==> src/rtl/mole_spawner_pkg.sv <==
// mole_spawner_pkg: FSM state encodings, default game timing constants and a small helper.
package mole_spawner_pkg;

   typedef enum logic [1:0] {
      S_IDLE  = 2'd0,
      S_GAP   = 2'd1,
      S_SPAWN = 2'd2,
      S_UP    = 2'd3
   } state_t;

   localparam int DEF_NUM_MOLES    = 8;
   localparam int DEF_TICK_CYCLES  = 500000;
   localparam int DEF_GAP_TICKS    = 25;
   localparam int DEF_UP_MIN_TICKS = 50;
   localparam int DEF_UP_RAND_W    = 6;

   function automatic int max2(input int a, input int b);
      return (a > b) ? a : b;
   endfunction

endpackage

==> src/rtl/mole_spawner_tick_prescaler.sv <==
// mole_spawner_tick_prescaler: one-cycle game tick every TICK_CYCLES clocks while enabled.
module mole_spawner_tick_prescaler
   import mole_spawner_pkg::*;
#(
   parameter int TICK_CYCLES = DEF_TICK_CYCLES
) (
   input  logic i_clock,
   input  logic i_reset,
   input  logic i_enable,
   output logic o_tick
);

   localparam int CW = (TICK_CYCLES > 1) ? $clog2(TICK_CYCLES) : 1;

   logic [CW-1:0] r_cnt;
   logic          w_wrap;

   assign w_wrap = (r_cnt == CW'(TICK_CYCLES - 1));
   assign o_tick = i_enable && w_wrap;

   always_ff @(posedge i_clock) begin
      if (i_reset || !i_enable || w_wrap) r_cnt <= '0;
      else r_cnt <= r_cnt + 1'b1;
   end

endmodule

==> src/rtl/mole_spawner.sv <==
// mole_spawner: schedules one mole at a time from the LFSR word -- gap, random hole,
// random up time, then hit or miss.
module mole_spawner
   import mole_spawner_pkg::*;
#(
   parameter int NUM_MOLES    = DEF_NUM_MOLES,
   parameter int TICK_CYCLES  = DEF_TICK_CYCLES,
   parameter int GAP_TICKS    = DEF_GAP_TICKS,
   parameter int UP_MIN_TICKS = DEF_UP_MIN_TICKS,
   parameter int UP_RAND_W    = DEF_UP_RAND_W,
   localparam int IDX_W       = $clog2(NUM_MOLES)
) (
   input  logic                 i_clock,
   input  logic                 i_reset,
   input  logic                 i_enable,
   input  logic [15:0]          i_ran_num,
   input  logic [NUM_MOLES-1:0] i_whack,
   output logic [NUM_MOLES-1:0] o_mole_up,
   output logic [IDX_W-1:0]     o_cur_mole,
   output logic                 o_spawn_pulse,
   output logic                 o_hit_pulse,
   output logic                 o_miss_pulse
);

   localparam int CW = max2($clog2(GAP_TICKS + 1), $clog2(UP_MIN_TICKS + 2**UP_RAND_W));

   state_t               r_state, w_state_nx;
   logic [CW-1:0]        r_cnt, w_cnt_nx;
   logic                 r_armed, w_armed_nx;
   logic                 w_tick, w_expire, w_hit, w_unused;
   logic [IDX_W-1:0]     w_idx, w_cur_nx;
   logic [NUM_MOLES-1:0] w_mole_up_nx;
   logic                 w_spawn_nx, w_hit_nx, w_miss_nx;

   mole_spawner_tick_prescaler #(.TICK_CYCLES(TICK_CYCLES)) u_prescaler (
      .i_clock  (i_clock),
      .i_reset  (i_reset),
      .i_enable (i_enable),
      .o_tick   (w_tick)
   );

   assign w_unused = &{1'b0, i_ran_num};
   assign w_expire = w_tick && (r_cnt <= CW'(1));
   assign w_hit    = (r_state == S_UP) && i_whack[o_cur_mole];
   // r_armed is clear for the first spawn after reset/IDLE, so no repeat-avoidance then
   assign w_idx    = i_ran_num[IDX_W-1:0] + IDX_W'(r_armed && (i_ran_num[IDX_W-1:0] == o_cur_mole));

   always_ff @(posedge i_clock) begin
      if (i_reset) begin
         r_state       <= S_IDLE;
         r_cnt         <= '0;
         r_armed       <= 1'b0;
         o_mole_up     <= '0;
         o_cur_mole    <= '0;
         o_spawn_pulse <= 1'b0;
         o_hit_pulse   <= 1'b0;
         o_miss_pulse  <= 1'b0;
      end else begin
         r_state       <= w_state_nx;
         r_cnt         <= w_cnt_nx;
         r_armed       <= w_armed_nx;
         o_mole_up     <= w_mole_up_nx;
         o_cur_mole    <= w_cur_nx;
         o_spawn_pulse <= w_spawn_nx;
         o_hit_pulse   <= w_hit_nx;
         o_miss_pulse  <= w_miss_nx;
      end
   end

   always_comb begin
      w_state_nx = r_state;
      w_cnt_nx   = r_cnt;
      if (!i_enable) begin
         w_state_nx = S_IDLE;
         w_cnt_nx   = '0;
      end else begin
         case (r_state)
            S_IDLE: begin
               w_state_nx = S_GAP;
               w_cnt_nx   = CW'(GAP_TICKS);
            end
            S_GAP: begin
               w_cnt_nx   = w_tick ? r_cnt - 1'b1 : r_cnt;
               w_state_nx = w_expire ? S_SPAWN : S_GAP;
            end
            S_SPAWN: begin
               w_state_nx = S_UP;
               w_cnt_nx   = CW'(UP_MIN_TICKS) + CW'(i_ran_num[15 -: UP_RAND_W]);
            end
            default: begin
               w_state_nx = (w_hit || w_expire) ? S_GAP : S_UP;
               w_cnt_nx   = (w_hit || w_expire) ? CW'(GAP_TICKS) : (w_tick ? r_cnt - 1'b1 : r_cnt);
            end
         endcase
      end
   end

   always_comb begin
      w_mole_up_nx = o_mole_up;
      w_cur_nx     = o_cur_mole;
      w_armed_nx   = r_armed;
      w_spawn_nx   = 1'b0;
      w_hit_nx     = 1'b0;
      w_miss_nx    = 1'b0;
      if (!i_enable) begin
         w_mole_up_nx = '0;
         w_armed_nx   = 1'b0;
      end else if (r_state == S_SPAWN) begin
         w_mole_up_nx = {{(NUM_MOLES-1){1'b0}}, 1'b1} << w_idx;
         w_cur_nx     = w_idx;
         w_armed_nx   = 1'b1;
         w_spawn_nx   = 1'b1;
      end else if (r_state == S_UP && (w_hit || w_expire)) begin
         w_mole_up_nx = '0;
         w_hit_nx     = w_hit;
         w_miss_nx    = !w_hit;
      end
   end

endmodule

==> config.mk <==
export PLATFORM = sky130hd
export DESIGN_NAME = mole_spawner
export DESIGN_NICKNAME = d
export VERILOG_FILES = /design/src/rtl/mole_spawner_pkg.sv /design/src/rtl/mole_spawner_tick_prescaler.sv /design/src/rtl/mole_spawner.sv
export SDC_FILE = /design/constraint.sdc
export NUM_CORES = 1
export LEC_CHECK = 0
export CAP_MARGIN = 5
export CELL_PAD_IN_SITES_DETAIL_PLACEMENT = 0
export CELL_PAD_IN_SITES_GLOBAL_PLACEMENT = 2
export CORE_MARGIN = 5
export CORE_UTILIZATION = 33
export DETAILED_ROUTE_END_ITERATION = 16
export HOLD_SLACK_MARGIN = 0.05
export PLACE_DENSITY = 0.86
export SYNTH_ARGS = -nofsm -noshare
export SYNTH_HDL_FRONTEND = slang
export SYNTH_SLANG_ARGS = --single-unit
==> constraint.sdc <==
create_clock -name i_clock -period 5.4 [get_ports i_clock]
set_clock_uncertainty 0.2 [all_clocks]
set_input_delay 1.08 -clock i_clock [delete_from_list [all_inputs] [get_ports i_clock]]
set_output_delay 1.08 -clock i_clock [all_outputs]
set_load 0.005 [all_outputs]
==> results.txt, run 1 <==
Status: finished, final reports clean
Starting Density: 0.339
Post-cts resize count: 0
Placement Rows: 29
Post-synthesis cell count: 245
Netlist cell types: 43
Largest net degree at the start of global routing: 17
Crit-path cells: clkdlybuf4s50_1, xor2_1, nor3_1, ha_1, ha_1, xnor2_1, and3_1, nand3_1, o21ai_0
Max-cap violations: 0
Initial DRC Count: 52
Final hold vios: 0
Synth Flop Type: dfxtp_1
R2R Setup Slk: 3100 ps
Most frequent cells in the layout: dfxtp_1 (43), nor2_1 (36), clkdlybuf4s50_1 (33)
Dpl cells: 348
CP startpoint kind: input port
Post-Syn Nets: 278
CP max-delay cell: clkdlybuf4s50_1
Share of layout cells above drive strength 1: 0.0645
Req. time, crit path: 5430 ps
Hold/Removal Path Class: register to register
Area grow syn2layout: 21.6%
Int Pwr: 433 uW
FMAX: 341 MHz
First-pass GRT wire length: 7.53 mm
Synth warn: 0
Setup crit end kind: register
Crit Path Max Fanout: 4
CTS tree: yes
Worst path max stage delay: 520 ps
Core area: 6350 um2
Post-synth EDFFs: 0
Final Critical Period: 2940 ps
Final GP Congestion: 0.809
CP dominant cell by count: ha_1
Port-buffer cells: 33
DRC viols: 0
Register bit total from synthesis: 43
Die area: 8240 um2
Die span in y: 90.8 um
CTS root buf: clkbuf_8
Fin Setup TNS: 0 ps
Worst-skew pair later-pin latency: 290 ps
Hold buffer count at CTS: 0
Vias/cell: 4.74
Vias: 1,689
Total CTS buffers: 5
Nets: 311
Slew Limit Fails: 0
Setup bufs post-CTS: 0
Worst IR drop on VDD: 0.131 mV
Drt wl/cell: 12.0 um
Register area share after synthesis: 0.400
Routed Wire Length: 4.28 mm
Initial antenna violation count: 0
Top-level I/O count: 41
CTS Sinks: 43
Clk pwr share: 0.355
Fin cells: 356
Critical path class: input port to register
Fin crit share: 0.544
Final worst setup slack: 2460 ps
RSZ-0062 raised after global routing: no
Pwr/cell area: 216 nW/um2
Grt ovf: 0
Normalized max-slew margin: 0.405
Clock Pin Slew Worst Setup and Hold Paths: 80 ps
P_leak: 0.856 nW
Commonest non-fill, non-tap cell in the layout: dfxtp_1
Max clock buf depth: 2
Diodes inserted: 0
Remaining antenna violation count: 0
Worst slack, placed: 2170 ps
H-tree levels: 2
Combinational power share: 0.076
Async set or reset register ratio after synthesis: 0
Die width: 90.8 um
Drt pass-1 iters: 4
Vias in the first global route: 1,667
Post-DP HPWL: 3.31 mm
Syn Area/Cell: 8.78 um2
Sw power: 132 uW
GRT Total Usage: 0.109
Crit path DAT: 2960 ps
Slew of the pin with the lowest slew margin: 885 ps
Setup Viol. Count Final: 0
Synthesized area: 2150 um2
Switching portion of total power: 0.234
Seq pwr share: 0.569
==> state kept, by name (all words and copies together) (netlist names), 2 cells and up <==
| signal | count |
|---|---|
| o_mole_up | 8 |
| r_state | 2 |
| u_prescaler.r_cnt | 19 |
| r_cnt | 7 |
| o_cur_mole | 3 |
==> final timing paths <==
check / to / start / cells past startpoint
setup / recovery: o_mole_up[3]$_SDFFE_PP0P_ / i_ran_num[2] / 9
setup reg to reg: o_mole_up[7]$_SDFFE_PP0P_ / u_prescaler.r_cnt[0]$_SDFF_PP0_ / 6
hold / removal: o_mole_up[3]$_SDFFE_PP0P_ / o_mole_up[3]$_SDFFE_PP0P_ / 2
hold reg to reg: o_mole_up[3]$_SDFFE_PP0P_ / o_mole_up[3]$_SDFFE_PP0P_ / 2
==> worst max-delay path, delay by kind of cell <==
kind                       cells  cell delay (ps)
adders and majority gates      2              370
AOI/OAI and AO/OA              1               70
and+or+nand+nor                3              470
buffers and inverters          1              520
xor gates and xnor gates       2              450
==> synthesized netlist by cell type, types with 2 or more instances <==
| cell type | instances | area [um2] |
|---|---|---|
| xnor2_1 | 17 | 149 |
| nor4_1 | 2 | 12.5 |
| and4_1 | 3 | 26.3 |
| ha_1 | 6 | 75.1 |
| inv_1 | 17 | 63.8 |
| nand4_1 | 8 | 50.1 |
| a21oi_1 | 7 | 35.0 |
| nand3_1 | 12 | 60.1 |
| dfxtp_1 | 43 | 861 |
| nor2_1 | 36 | 135 |
| buf_6 | 2 | 22.5 |
| nor3_1 | 5 | 25.0 |
| and3_1 | 4 | 25.0 |
| o31a_1 | 4 | 35.0 |
| nand2_1 | 24 | 90.1 |
| o21ai_0 | 8 | 40.0 |
| nor2b_1 | 3 | 18.8 |
| clkbuf_1 | 2 | 7.51 |
| o32ai_1 | 3 | 26.3 |
| xor2_1 | 13 | 114 |
| nor3b_1 | 3 | 22.5 |
| mux2i_1 | 2 | 20.0 |
==> cell type report <==
cell class / count / area, um2
clock inverter: 2 / 12.5
timing repair buffer: 33 / 330
tap: 77 / 96.3
fill: 657 / 3730
multi-input combinational: 178 / 1180
sequential: 43 / 861
inverter: 17 / 63.8
clock buffer: 6 / 72.6
==> per-stage QoR <==
step / hold slack [ps] / util / cell area, um2 / total power [mW]
after floorplan: 226 / - / 2150 / 0.352
after global placement: 247 / 0.399 / 2530 / 0.372
after detailed placement: 262 / 0.399 / 2530 / 0.373
after CTS: 275 / 0.412 / 2620 / 0.575
after global routing: 301 / 0.412 / 2620 / 0.593
final: 270 / 0.412 / 2620 / 0.566
==> kinds of logic after synthesis <==
family / share of synthesized area
simple gates: 0.261
buf+inv: 0.0517
compound gates: 0.105
mux: 0.0250
xor+xnor: 0.122
fa+ha+maj: 0.0349
flops: 0.400
==> metal layers <==
layer	GRT usage	wire length [um]
met5	0	0
met4	0.0335	24
met3	0.0325	161
met2	0.172	1900
met1	0.142	2190
==> power groups by stage <==
stage | registers [mW] | clock network [mW] | logic, mW
6_report | 0.322 | 0.201 | 0.0431
5_1_grt | 0.322 | 0.223 | 0.0477
4_1_cts | 0.322 | 0.210 | 0.0439
3_5_place_dp | 0.329 | 0 | 0.0437
3_3_place_gp | 0.329 | 0 | 0.0428
2_1_floorplan | 0.329 | 0 | 0.0229
Note: power is estimated with default switching activity, not from simulation.
==> run 2, diff against run 1 <==
--- a/config.mk
+++ b/config.mk
@@ -9,10 +9,10 @@
 export CELL_PAD_IN_SITES_DETAIL_PLACEMENT = 0
 export CELL_PAD_IN_SITES_GLOBAL_PLACEMENT = 2
 export CORE_MARGIN = 5
-export CORE_UTILIZATION = 33
+export CORE_UTILIZATION = 31
 export DETAILED_ROUTE_END_ITERATION = 16
 export HOLD_SLACK_MARGIN = 0.05
-export PLACE_DENSITY = 0.86
+export PLACE_DENSITY = 0.81
 export SYNTH_ARGS = -nofsm -noshare
 export SYNTH_HDL_FRONTEND = slang
 export SYNTH_SLANG_ARGS = --single-unit
==> constraint.sdc (replaced) <==
create_clock -name i_clock -period 2.74 [get_ports i_clock]
set_clock_uncertainty 0.2 [all_clocks]
set_input_delay 0.548 -clock i_clock [delete_from_list [all_inputs] [get_ports i_clock]]
set_output_delay 0.548 -clock i_clock [all_outputs]
set_load 0.005 [all_outputs]
==> results.txt, run 2 (synthesis results as in run 1) <==
Top-level I/O count: 41 (unchanged)
WHS Endpoint: o_mole_up[6]$_SDFFE_PP0P_
Area grow syn2layout: 27.0%
Vias/cell: 4.57 (-3.6%)
Crit Path Max Fanout: 4 (unchanged)
Die width: 93.3 um (+2.8%)
Nets: 317 (+1.9%)
Largest registers: u_prescaler.r_cnt (19), o_mole_up (8), r_cnt (7)
Switching portion of total power: 0.204 (-0.0304)
RSZ-0062 raised after global routing: no
Starting Density: 0.317 (-0.0222)
Final Critical Period: 2330 ps
Pwr/cell area: 479 nW/um2 (+120%)
Slew Limit Fails: 0 (unchanged)
Initial DRC Count: 34 (-35%)
Final hold vios: 0 (unchanged)
DRC viols: 0 (unchanged)
Final GP Congestion: 0.764 (-5.5%)
Clock Pin Slew Worst Setup and Hold Paths: 80 ps (about the same)
Final worst setup slack: 408 ps (-2060 ps)
Fin Setup TNS: 0 ps (unchanged)
Initial antenna violation count: 0 (unchanged)
CTS Sinks: 43 (unchanged)
Crit path DAT: 2360 ps (-600 ps)
CP startpoint kind: input port
Req. time, crit path: 2770 ps (-2660 ps)
Port-buffer cells: 33 (unchanged)
Die area: 8710 um2 (+5.7%)
Worst slack, placed: 97.0 ps (-2070 ps)
GRT Total Usage: 0.112 (+0.00360)
R2r startpoint: u_prescaler.r_cnt[10]$_SDFF_PP0_
Setup Viol. Count Final: 0 (unchanged)
P_leak: 0.910 nW (+6.3%)
Grt ovf: 0 (unchanged)
Routed Wire Length: 4.54 mm (+6.2%)
R2R Setup Slk: 560 ps (-2540 ps)
Core area: 6790 um2 (+7.0%)
Max-cap violations: 0 (unchanged)
Hold/Removal Path Class: register to register
Most frequent cells in the layout: dfxtp_1 (43), nor2_1 (36), clkdlybuf4s50_1 (33)
Vias: 1,743 (+3.2%)
Vias in the first global route: 1,736 (+4.1%)
Worst path top cell family by delay: buffers and inverters
Slew of the pin with the lowest slew margin: 412 ps (-472 ps)
Placement Rows: 30 (+3.4%)
Worst Hold Depth: 2 (unchanged)
Worst r2r path cells: 5 (-1)
Reg with most FFs: u_prescaler.r_cnt
Post-DP HPWL: 3.44 mm (+3.9%)
Hold_sp: o_mole_up[6]$_SDFFE_PP0P_
Die span in y: 93.3 um (+2.8%)
Remaining antenna violation count: 0 (unchanged)
CTS root buf: clkbuf_8
Worst path max stage delay: 500 ps (-20 ps)
CP dominant cell by count: ha_1
Seq pwr share: 0.484 (-0.085)
Max clock buf depth: 2 (unchanged)
Post-cts resize count: 0 (unchanged)
R2R Path End: r_cnt[6]$_SDFF_PP0_
Normalized max-slew margin: 0.721 (+0.317)
Worst IR drop on VDD: 0.209 mV (+60%)
H-tree levels: 2 (unchanged)
Critical path class: input port to register
FMAX: 429 MHz
Largest net degree at the start of global routing: 17 (unchanged)
Combinational power share: 0.068 (-0.008)
Buf+Inv Stages, Crit Path: 1 (unchanged)
Sw power: 267 uW (+100%)
Setup crit end kind: register
Crit-path cells: clkdlybuf4s50_1, xor2_1, nor3_1, ha_1, ha_1, xnor2_1, and3_1, nand3_1, o21ai_0
Status: finished, final reports clean
CTS tree: yes
First-pass GRT wire length: 7.91 mm (+5.1%)
Drt pass-1 iters: 4 (unchanged)
Clk pwr share: 0.448 (+0.093)
Share of layout cells above drive strength 1: 0.0842 (+0.0197)
Max FFs per register: 19 (unchanged)
Fin crit share: 0.851
Worst-skew pair later-pin latency: 290 ps (about the same)
Total CTS buffers: 5 (unchanged)
Drt wl/cell: 11.9 um (-0.73%)
Setup bufs post-CTS: 0 (unchanged)
Commonest non-fill, non-tap cell in the layout: dfxtp_1
Int Pwr: 1.04 mW (+140%)
Final Util: 0.402 (-0.00981)
Diodes inserted: 0 (unchanged)
CP max-delay cell: clkdlybuf4s50_1
Hold buffer count at CTS: 0 (unchanged)
[run 2: stage by stage]
step,instance area (um2),std cells,hold WS [ps],power [mW]
final,2730,381,270,1.31
after global routing,2730,381,297,1.37
after CTS,2730,381,272,1.33
after detailed placement,2600,373,255,0.738
after global placement,2600,373,247,0.738
after floorplan,2150,245,226,0.693
[run 2: how the worst max path moves through the flow]
stage	startpoint	end	slack [ps]	depth (start not counted)
after global placement	i_ran_num[2]	o_mole_up[3]$_SDFFE_PP0P_	110	9
after CTS	i_ran_num[2]	o_mole_up[3]$_SDFFE_PP0P_	400	9
after global routing	i_ran_num[2]	o_mole_up[3]$_SDFFE_PP0P_	260	9
after floorplan	i_whack[3]	r_cnt[4]$_SDFF_PP0_	730	5
after detailed placement	i_ran_num[2]	o_mole_up[3]$_SDFFE_PP0P_	100	9
final	i_ran_num[2]	o_mole_up[3]$_SDFFE_PP0P_	410	9
[run 2: layout make-up]
class | count | area (um2)
Tap cell | 96 | 120
Fill cell | 717 | 4060
Clock buffer | 6 | 72.6
Clock inverter | 2 | 60.1
Inverter | 17 | 63.8
Sequential cell | 43 | 861
Multi-Input combinational cell | 178 | 1180
Timing Repair Buffer | 39 | 375
[run 2: worst reg2reg max path: stages (launching register included)]
cell	delay (ps)
dfxtp_1	370
nor4_1	280
and4_1	480
o2111ai_4	280
a21boi_4	330
o32ai_1	120
[run 2: power by group through the flow]
stage               clock network (mW)  registers (mW)  logic [mW]
CTS                              0.603           0.634      0.0896
floorplan                            0           0.648      0.0452
global route                     0.634           0.635      0.0965
detailed placement                   0           0.649      0.0887
finish                           0.587           0.634      0.0885
global placement                     0           0.649      0.0891
[run 2: routing by layer]
layer | GRT usage | up-vias | wire [um]
met5 | 0 | - | 0
met2 | 0.177 | 27 | 2090
li1 | - | 911 | -
met3 | 0.0298 | 4 | 200
met4 | 0.0366 | 0 | 50
met1 | 0.149 | 801 | 2200
==> variant, RTL diff (flow settings as in run 2) <==
Encoding of `state_t`: now Gray code (2 bits for 4 states).
--- a/src/rtl/mole_spawner_pkg.sv
+++ b/src/rtl/mole_spawner_pkg.sv
@@ -3,8 +3,8 @@
 
    typedef enum logic [1:0] {
-      S_IDLE  = 2'd0,
-      S_GAP   = 2'd1,
-      S_SPAWN = 2'd2,
-      S_UP    = 2'd3
+      S_IDLE  = 2'b00,
+      S_GAP   = 2'b01,
+      S_SPAWN = 2'b11,
+      S_UP    = 2'b10
    } state_t;
 
Function: same outputs for any inputs over 10 cycles, from zero or initial values and one cycle with i_reset high; not proved beyond that.
==> variant against run 2 <==
- register-to-register slack worse by 0.25 ns
- power is 12% lower
- via count is 13% higher
- critical path depth is 5 lower
- combinational power is 19% higher
- sequential cell count stayed put
- cell area is 5.3% higher
- wire length is 21% higher
- die area is 6.7% higher
- synthesized area is 7.6% higher
- setup slack worse by 0.096 ns
- highest routed layer unchanged
==> variant: results (changes against run 2) <==
** Timing
- The pin slew with the least headroom to its limit came to 0.783 ns (was 0.412 ns).
- The worst hold-check slack is 0.262 ns (was 0.270 ns).
- The highest achievable clock rate was 412 MHz (was 429 MHz).

** Min path
- The startpoint of the most critical hold path was o_mole_up[1] (was o_mole_up[6]).
- The worst hold path cell count came to 1 (was 2).

** Placed design
- Final weighted congestion in routability-driven placement :: 0.858 (was 0.764)
- HPWL after detailed placement :: 4.21 mm (was 3.44 mm)

** Setup path
- Worst setup path end :: u_prescaler.r_cnt[4] (was o_mole_up[3])
- Worst Path Max Fanout :: 19 (was 4)
- The gate family responsible for the most delay along the worst path is simple AND/OR/NAND/NOR gates (was buffers and inverters).
- The launch instance of the worst register-to-register path was u_prescaler.r_cnt[17] (was u_prescaler.r_cnt[10]).
- Data arrival, critical path :: 2.38 ns (was 2.36 ns)
- The launching element of the worst setup path is u_prescaler.r_cnt[17] (was i_ran_num[2]).
- The setup slack of the worst register-to-register path was 0.31 ns (was 0.56 ns).
- Largest stage delay on the critical path :: 0.71 ns (was 0.50 ns)

** Yosys
- The adder and majority cell fraction of the synthesized area is 3.24% (was 3.49%).
- Post-synth top cells :: sky130_fd_sc_hd__dfxtp_1, sky130_fd_sc_hd__nor2_1, sky130_fd_sc_hd__nand2_1 (unchanged)
- The unique cell type count in the Yosys netlist came to 51 (was 43).
- The multiplexer fraction of the synthesized cell area was 3.24% (was 2.50%).
- The xor/xnor cell area share of the yosys netlist came to 9.84% (was 12.2%).
- Largest cells by area after synthesis: sky130_fd_sc_hd__dfxtp_1, sky130_fd_sc_hd__xor2_1, sky130_fd_sc_hd__nor2_1 (was sky130_fd_sc_hd__dfxtp_1, sky130_fd_sc_hd__xnor2_1, sky130_fd_sc_hd__nor2_1).
- The per-instance average area after synthesis is 9.08 um2 (was 8.78 um2).
- The total nets after synthesis is 288 (was 278).

** GRT
- The wire length of the first global-routing pass came to 8.99 mm (was 7.91 mm).
- Number of global-route vias before repair :: 1,903 (was 1,736)
- The largest net degree at the start of global routing was 20 (was 17).

** Pwr
- Total net switching power :: 0.000270 W (was 0.000267 W)
- Leakage component of the power :: 1.03 nW (was 0.910 nW)
- The clock group total power was 0.000411 W (was 0.000587 W).

** Route
- Sum of routed wire length over all layers :: 5.51 mm (was 4.54 mm)
- Detailed-route via count :: 1,966 (was 1,743)
- Number of DRC markers after the initial detailed-route iteration :: 59 (was 34)

** Status
- Status :: finished clean (unchanged)

** Final layout
- Number of non-filler instances in the completed layout :: 398 (was 381)
- Layout cell share with drive strength beyond 1 :: 10.4% (was 8.42%)
- The layout filler cell count was 766 (was 717).
-- variant: cell types whose count changed after synthesis, moves of 6 or more --
cell                      before  now
sky130_fd_sc_hd__nand2_1      24   18
sky130_fd_sc_hd__nor4_1        2    8
sky130_fd_sc_hd__xnor2_1      17   11
sky130_fd_sc_hd__inv_1        17    8
sky130_fd_sc_hd__nor3_1        5   12
-- variant: cell type report --
cell class                      instances  area [um2]  share of cell area (%)
Tap cell                               99         124                    4.31
Clock inverter                          1        5.00                   0.174
Timing Repair Buffer                   46         428                    14.9
Clock buffer                            6        82.6                    2.87
Multi-Input combinational cell        195        1350                    46.8
Sequential cell                        43         861                    29.9
Inverter                                8        30.0                    1.04
-- variant: metal layers --
layer	routed length [um]	vias to the layer above	GRT usage, %
met3	317	8	3.18
met4	65	0	3.86
met1	2680	901	16.6
met5	0	-	0
met2	2450	37	19.6
li1	-	1020	-
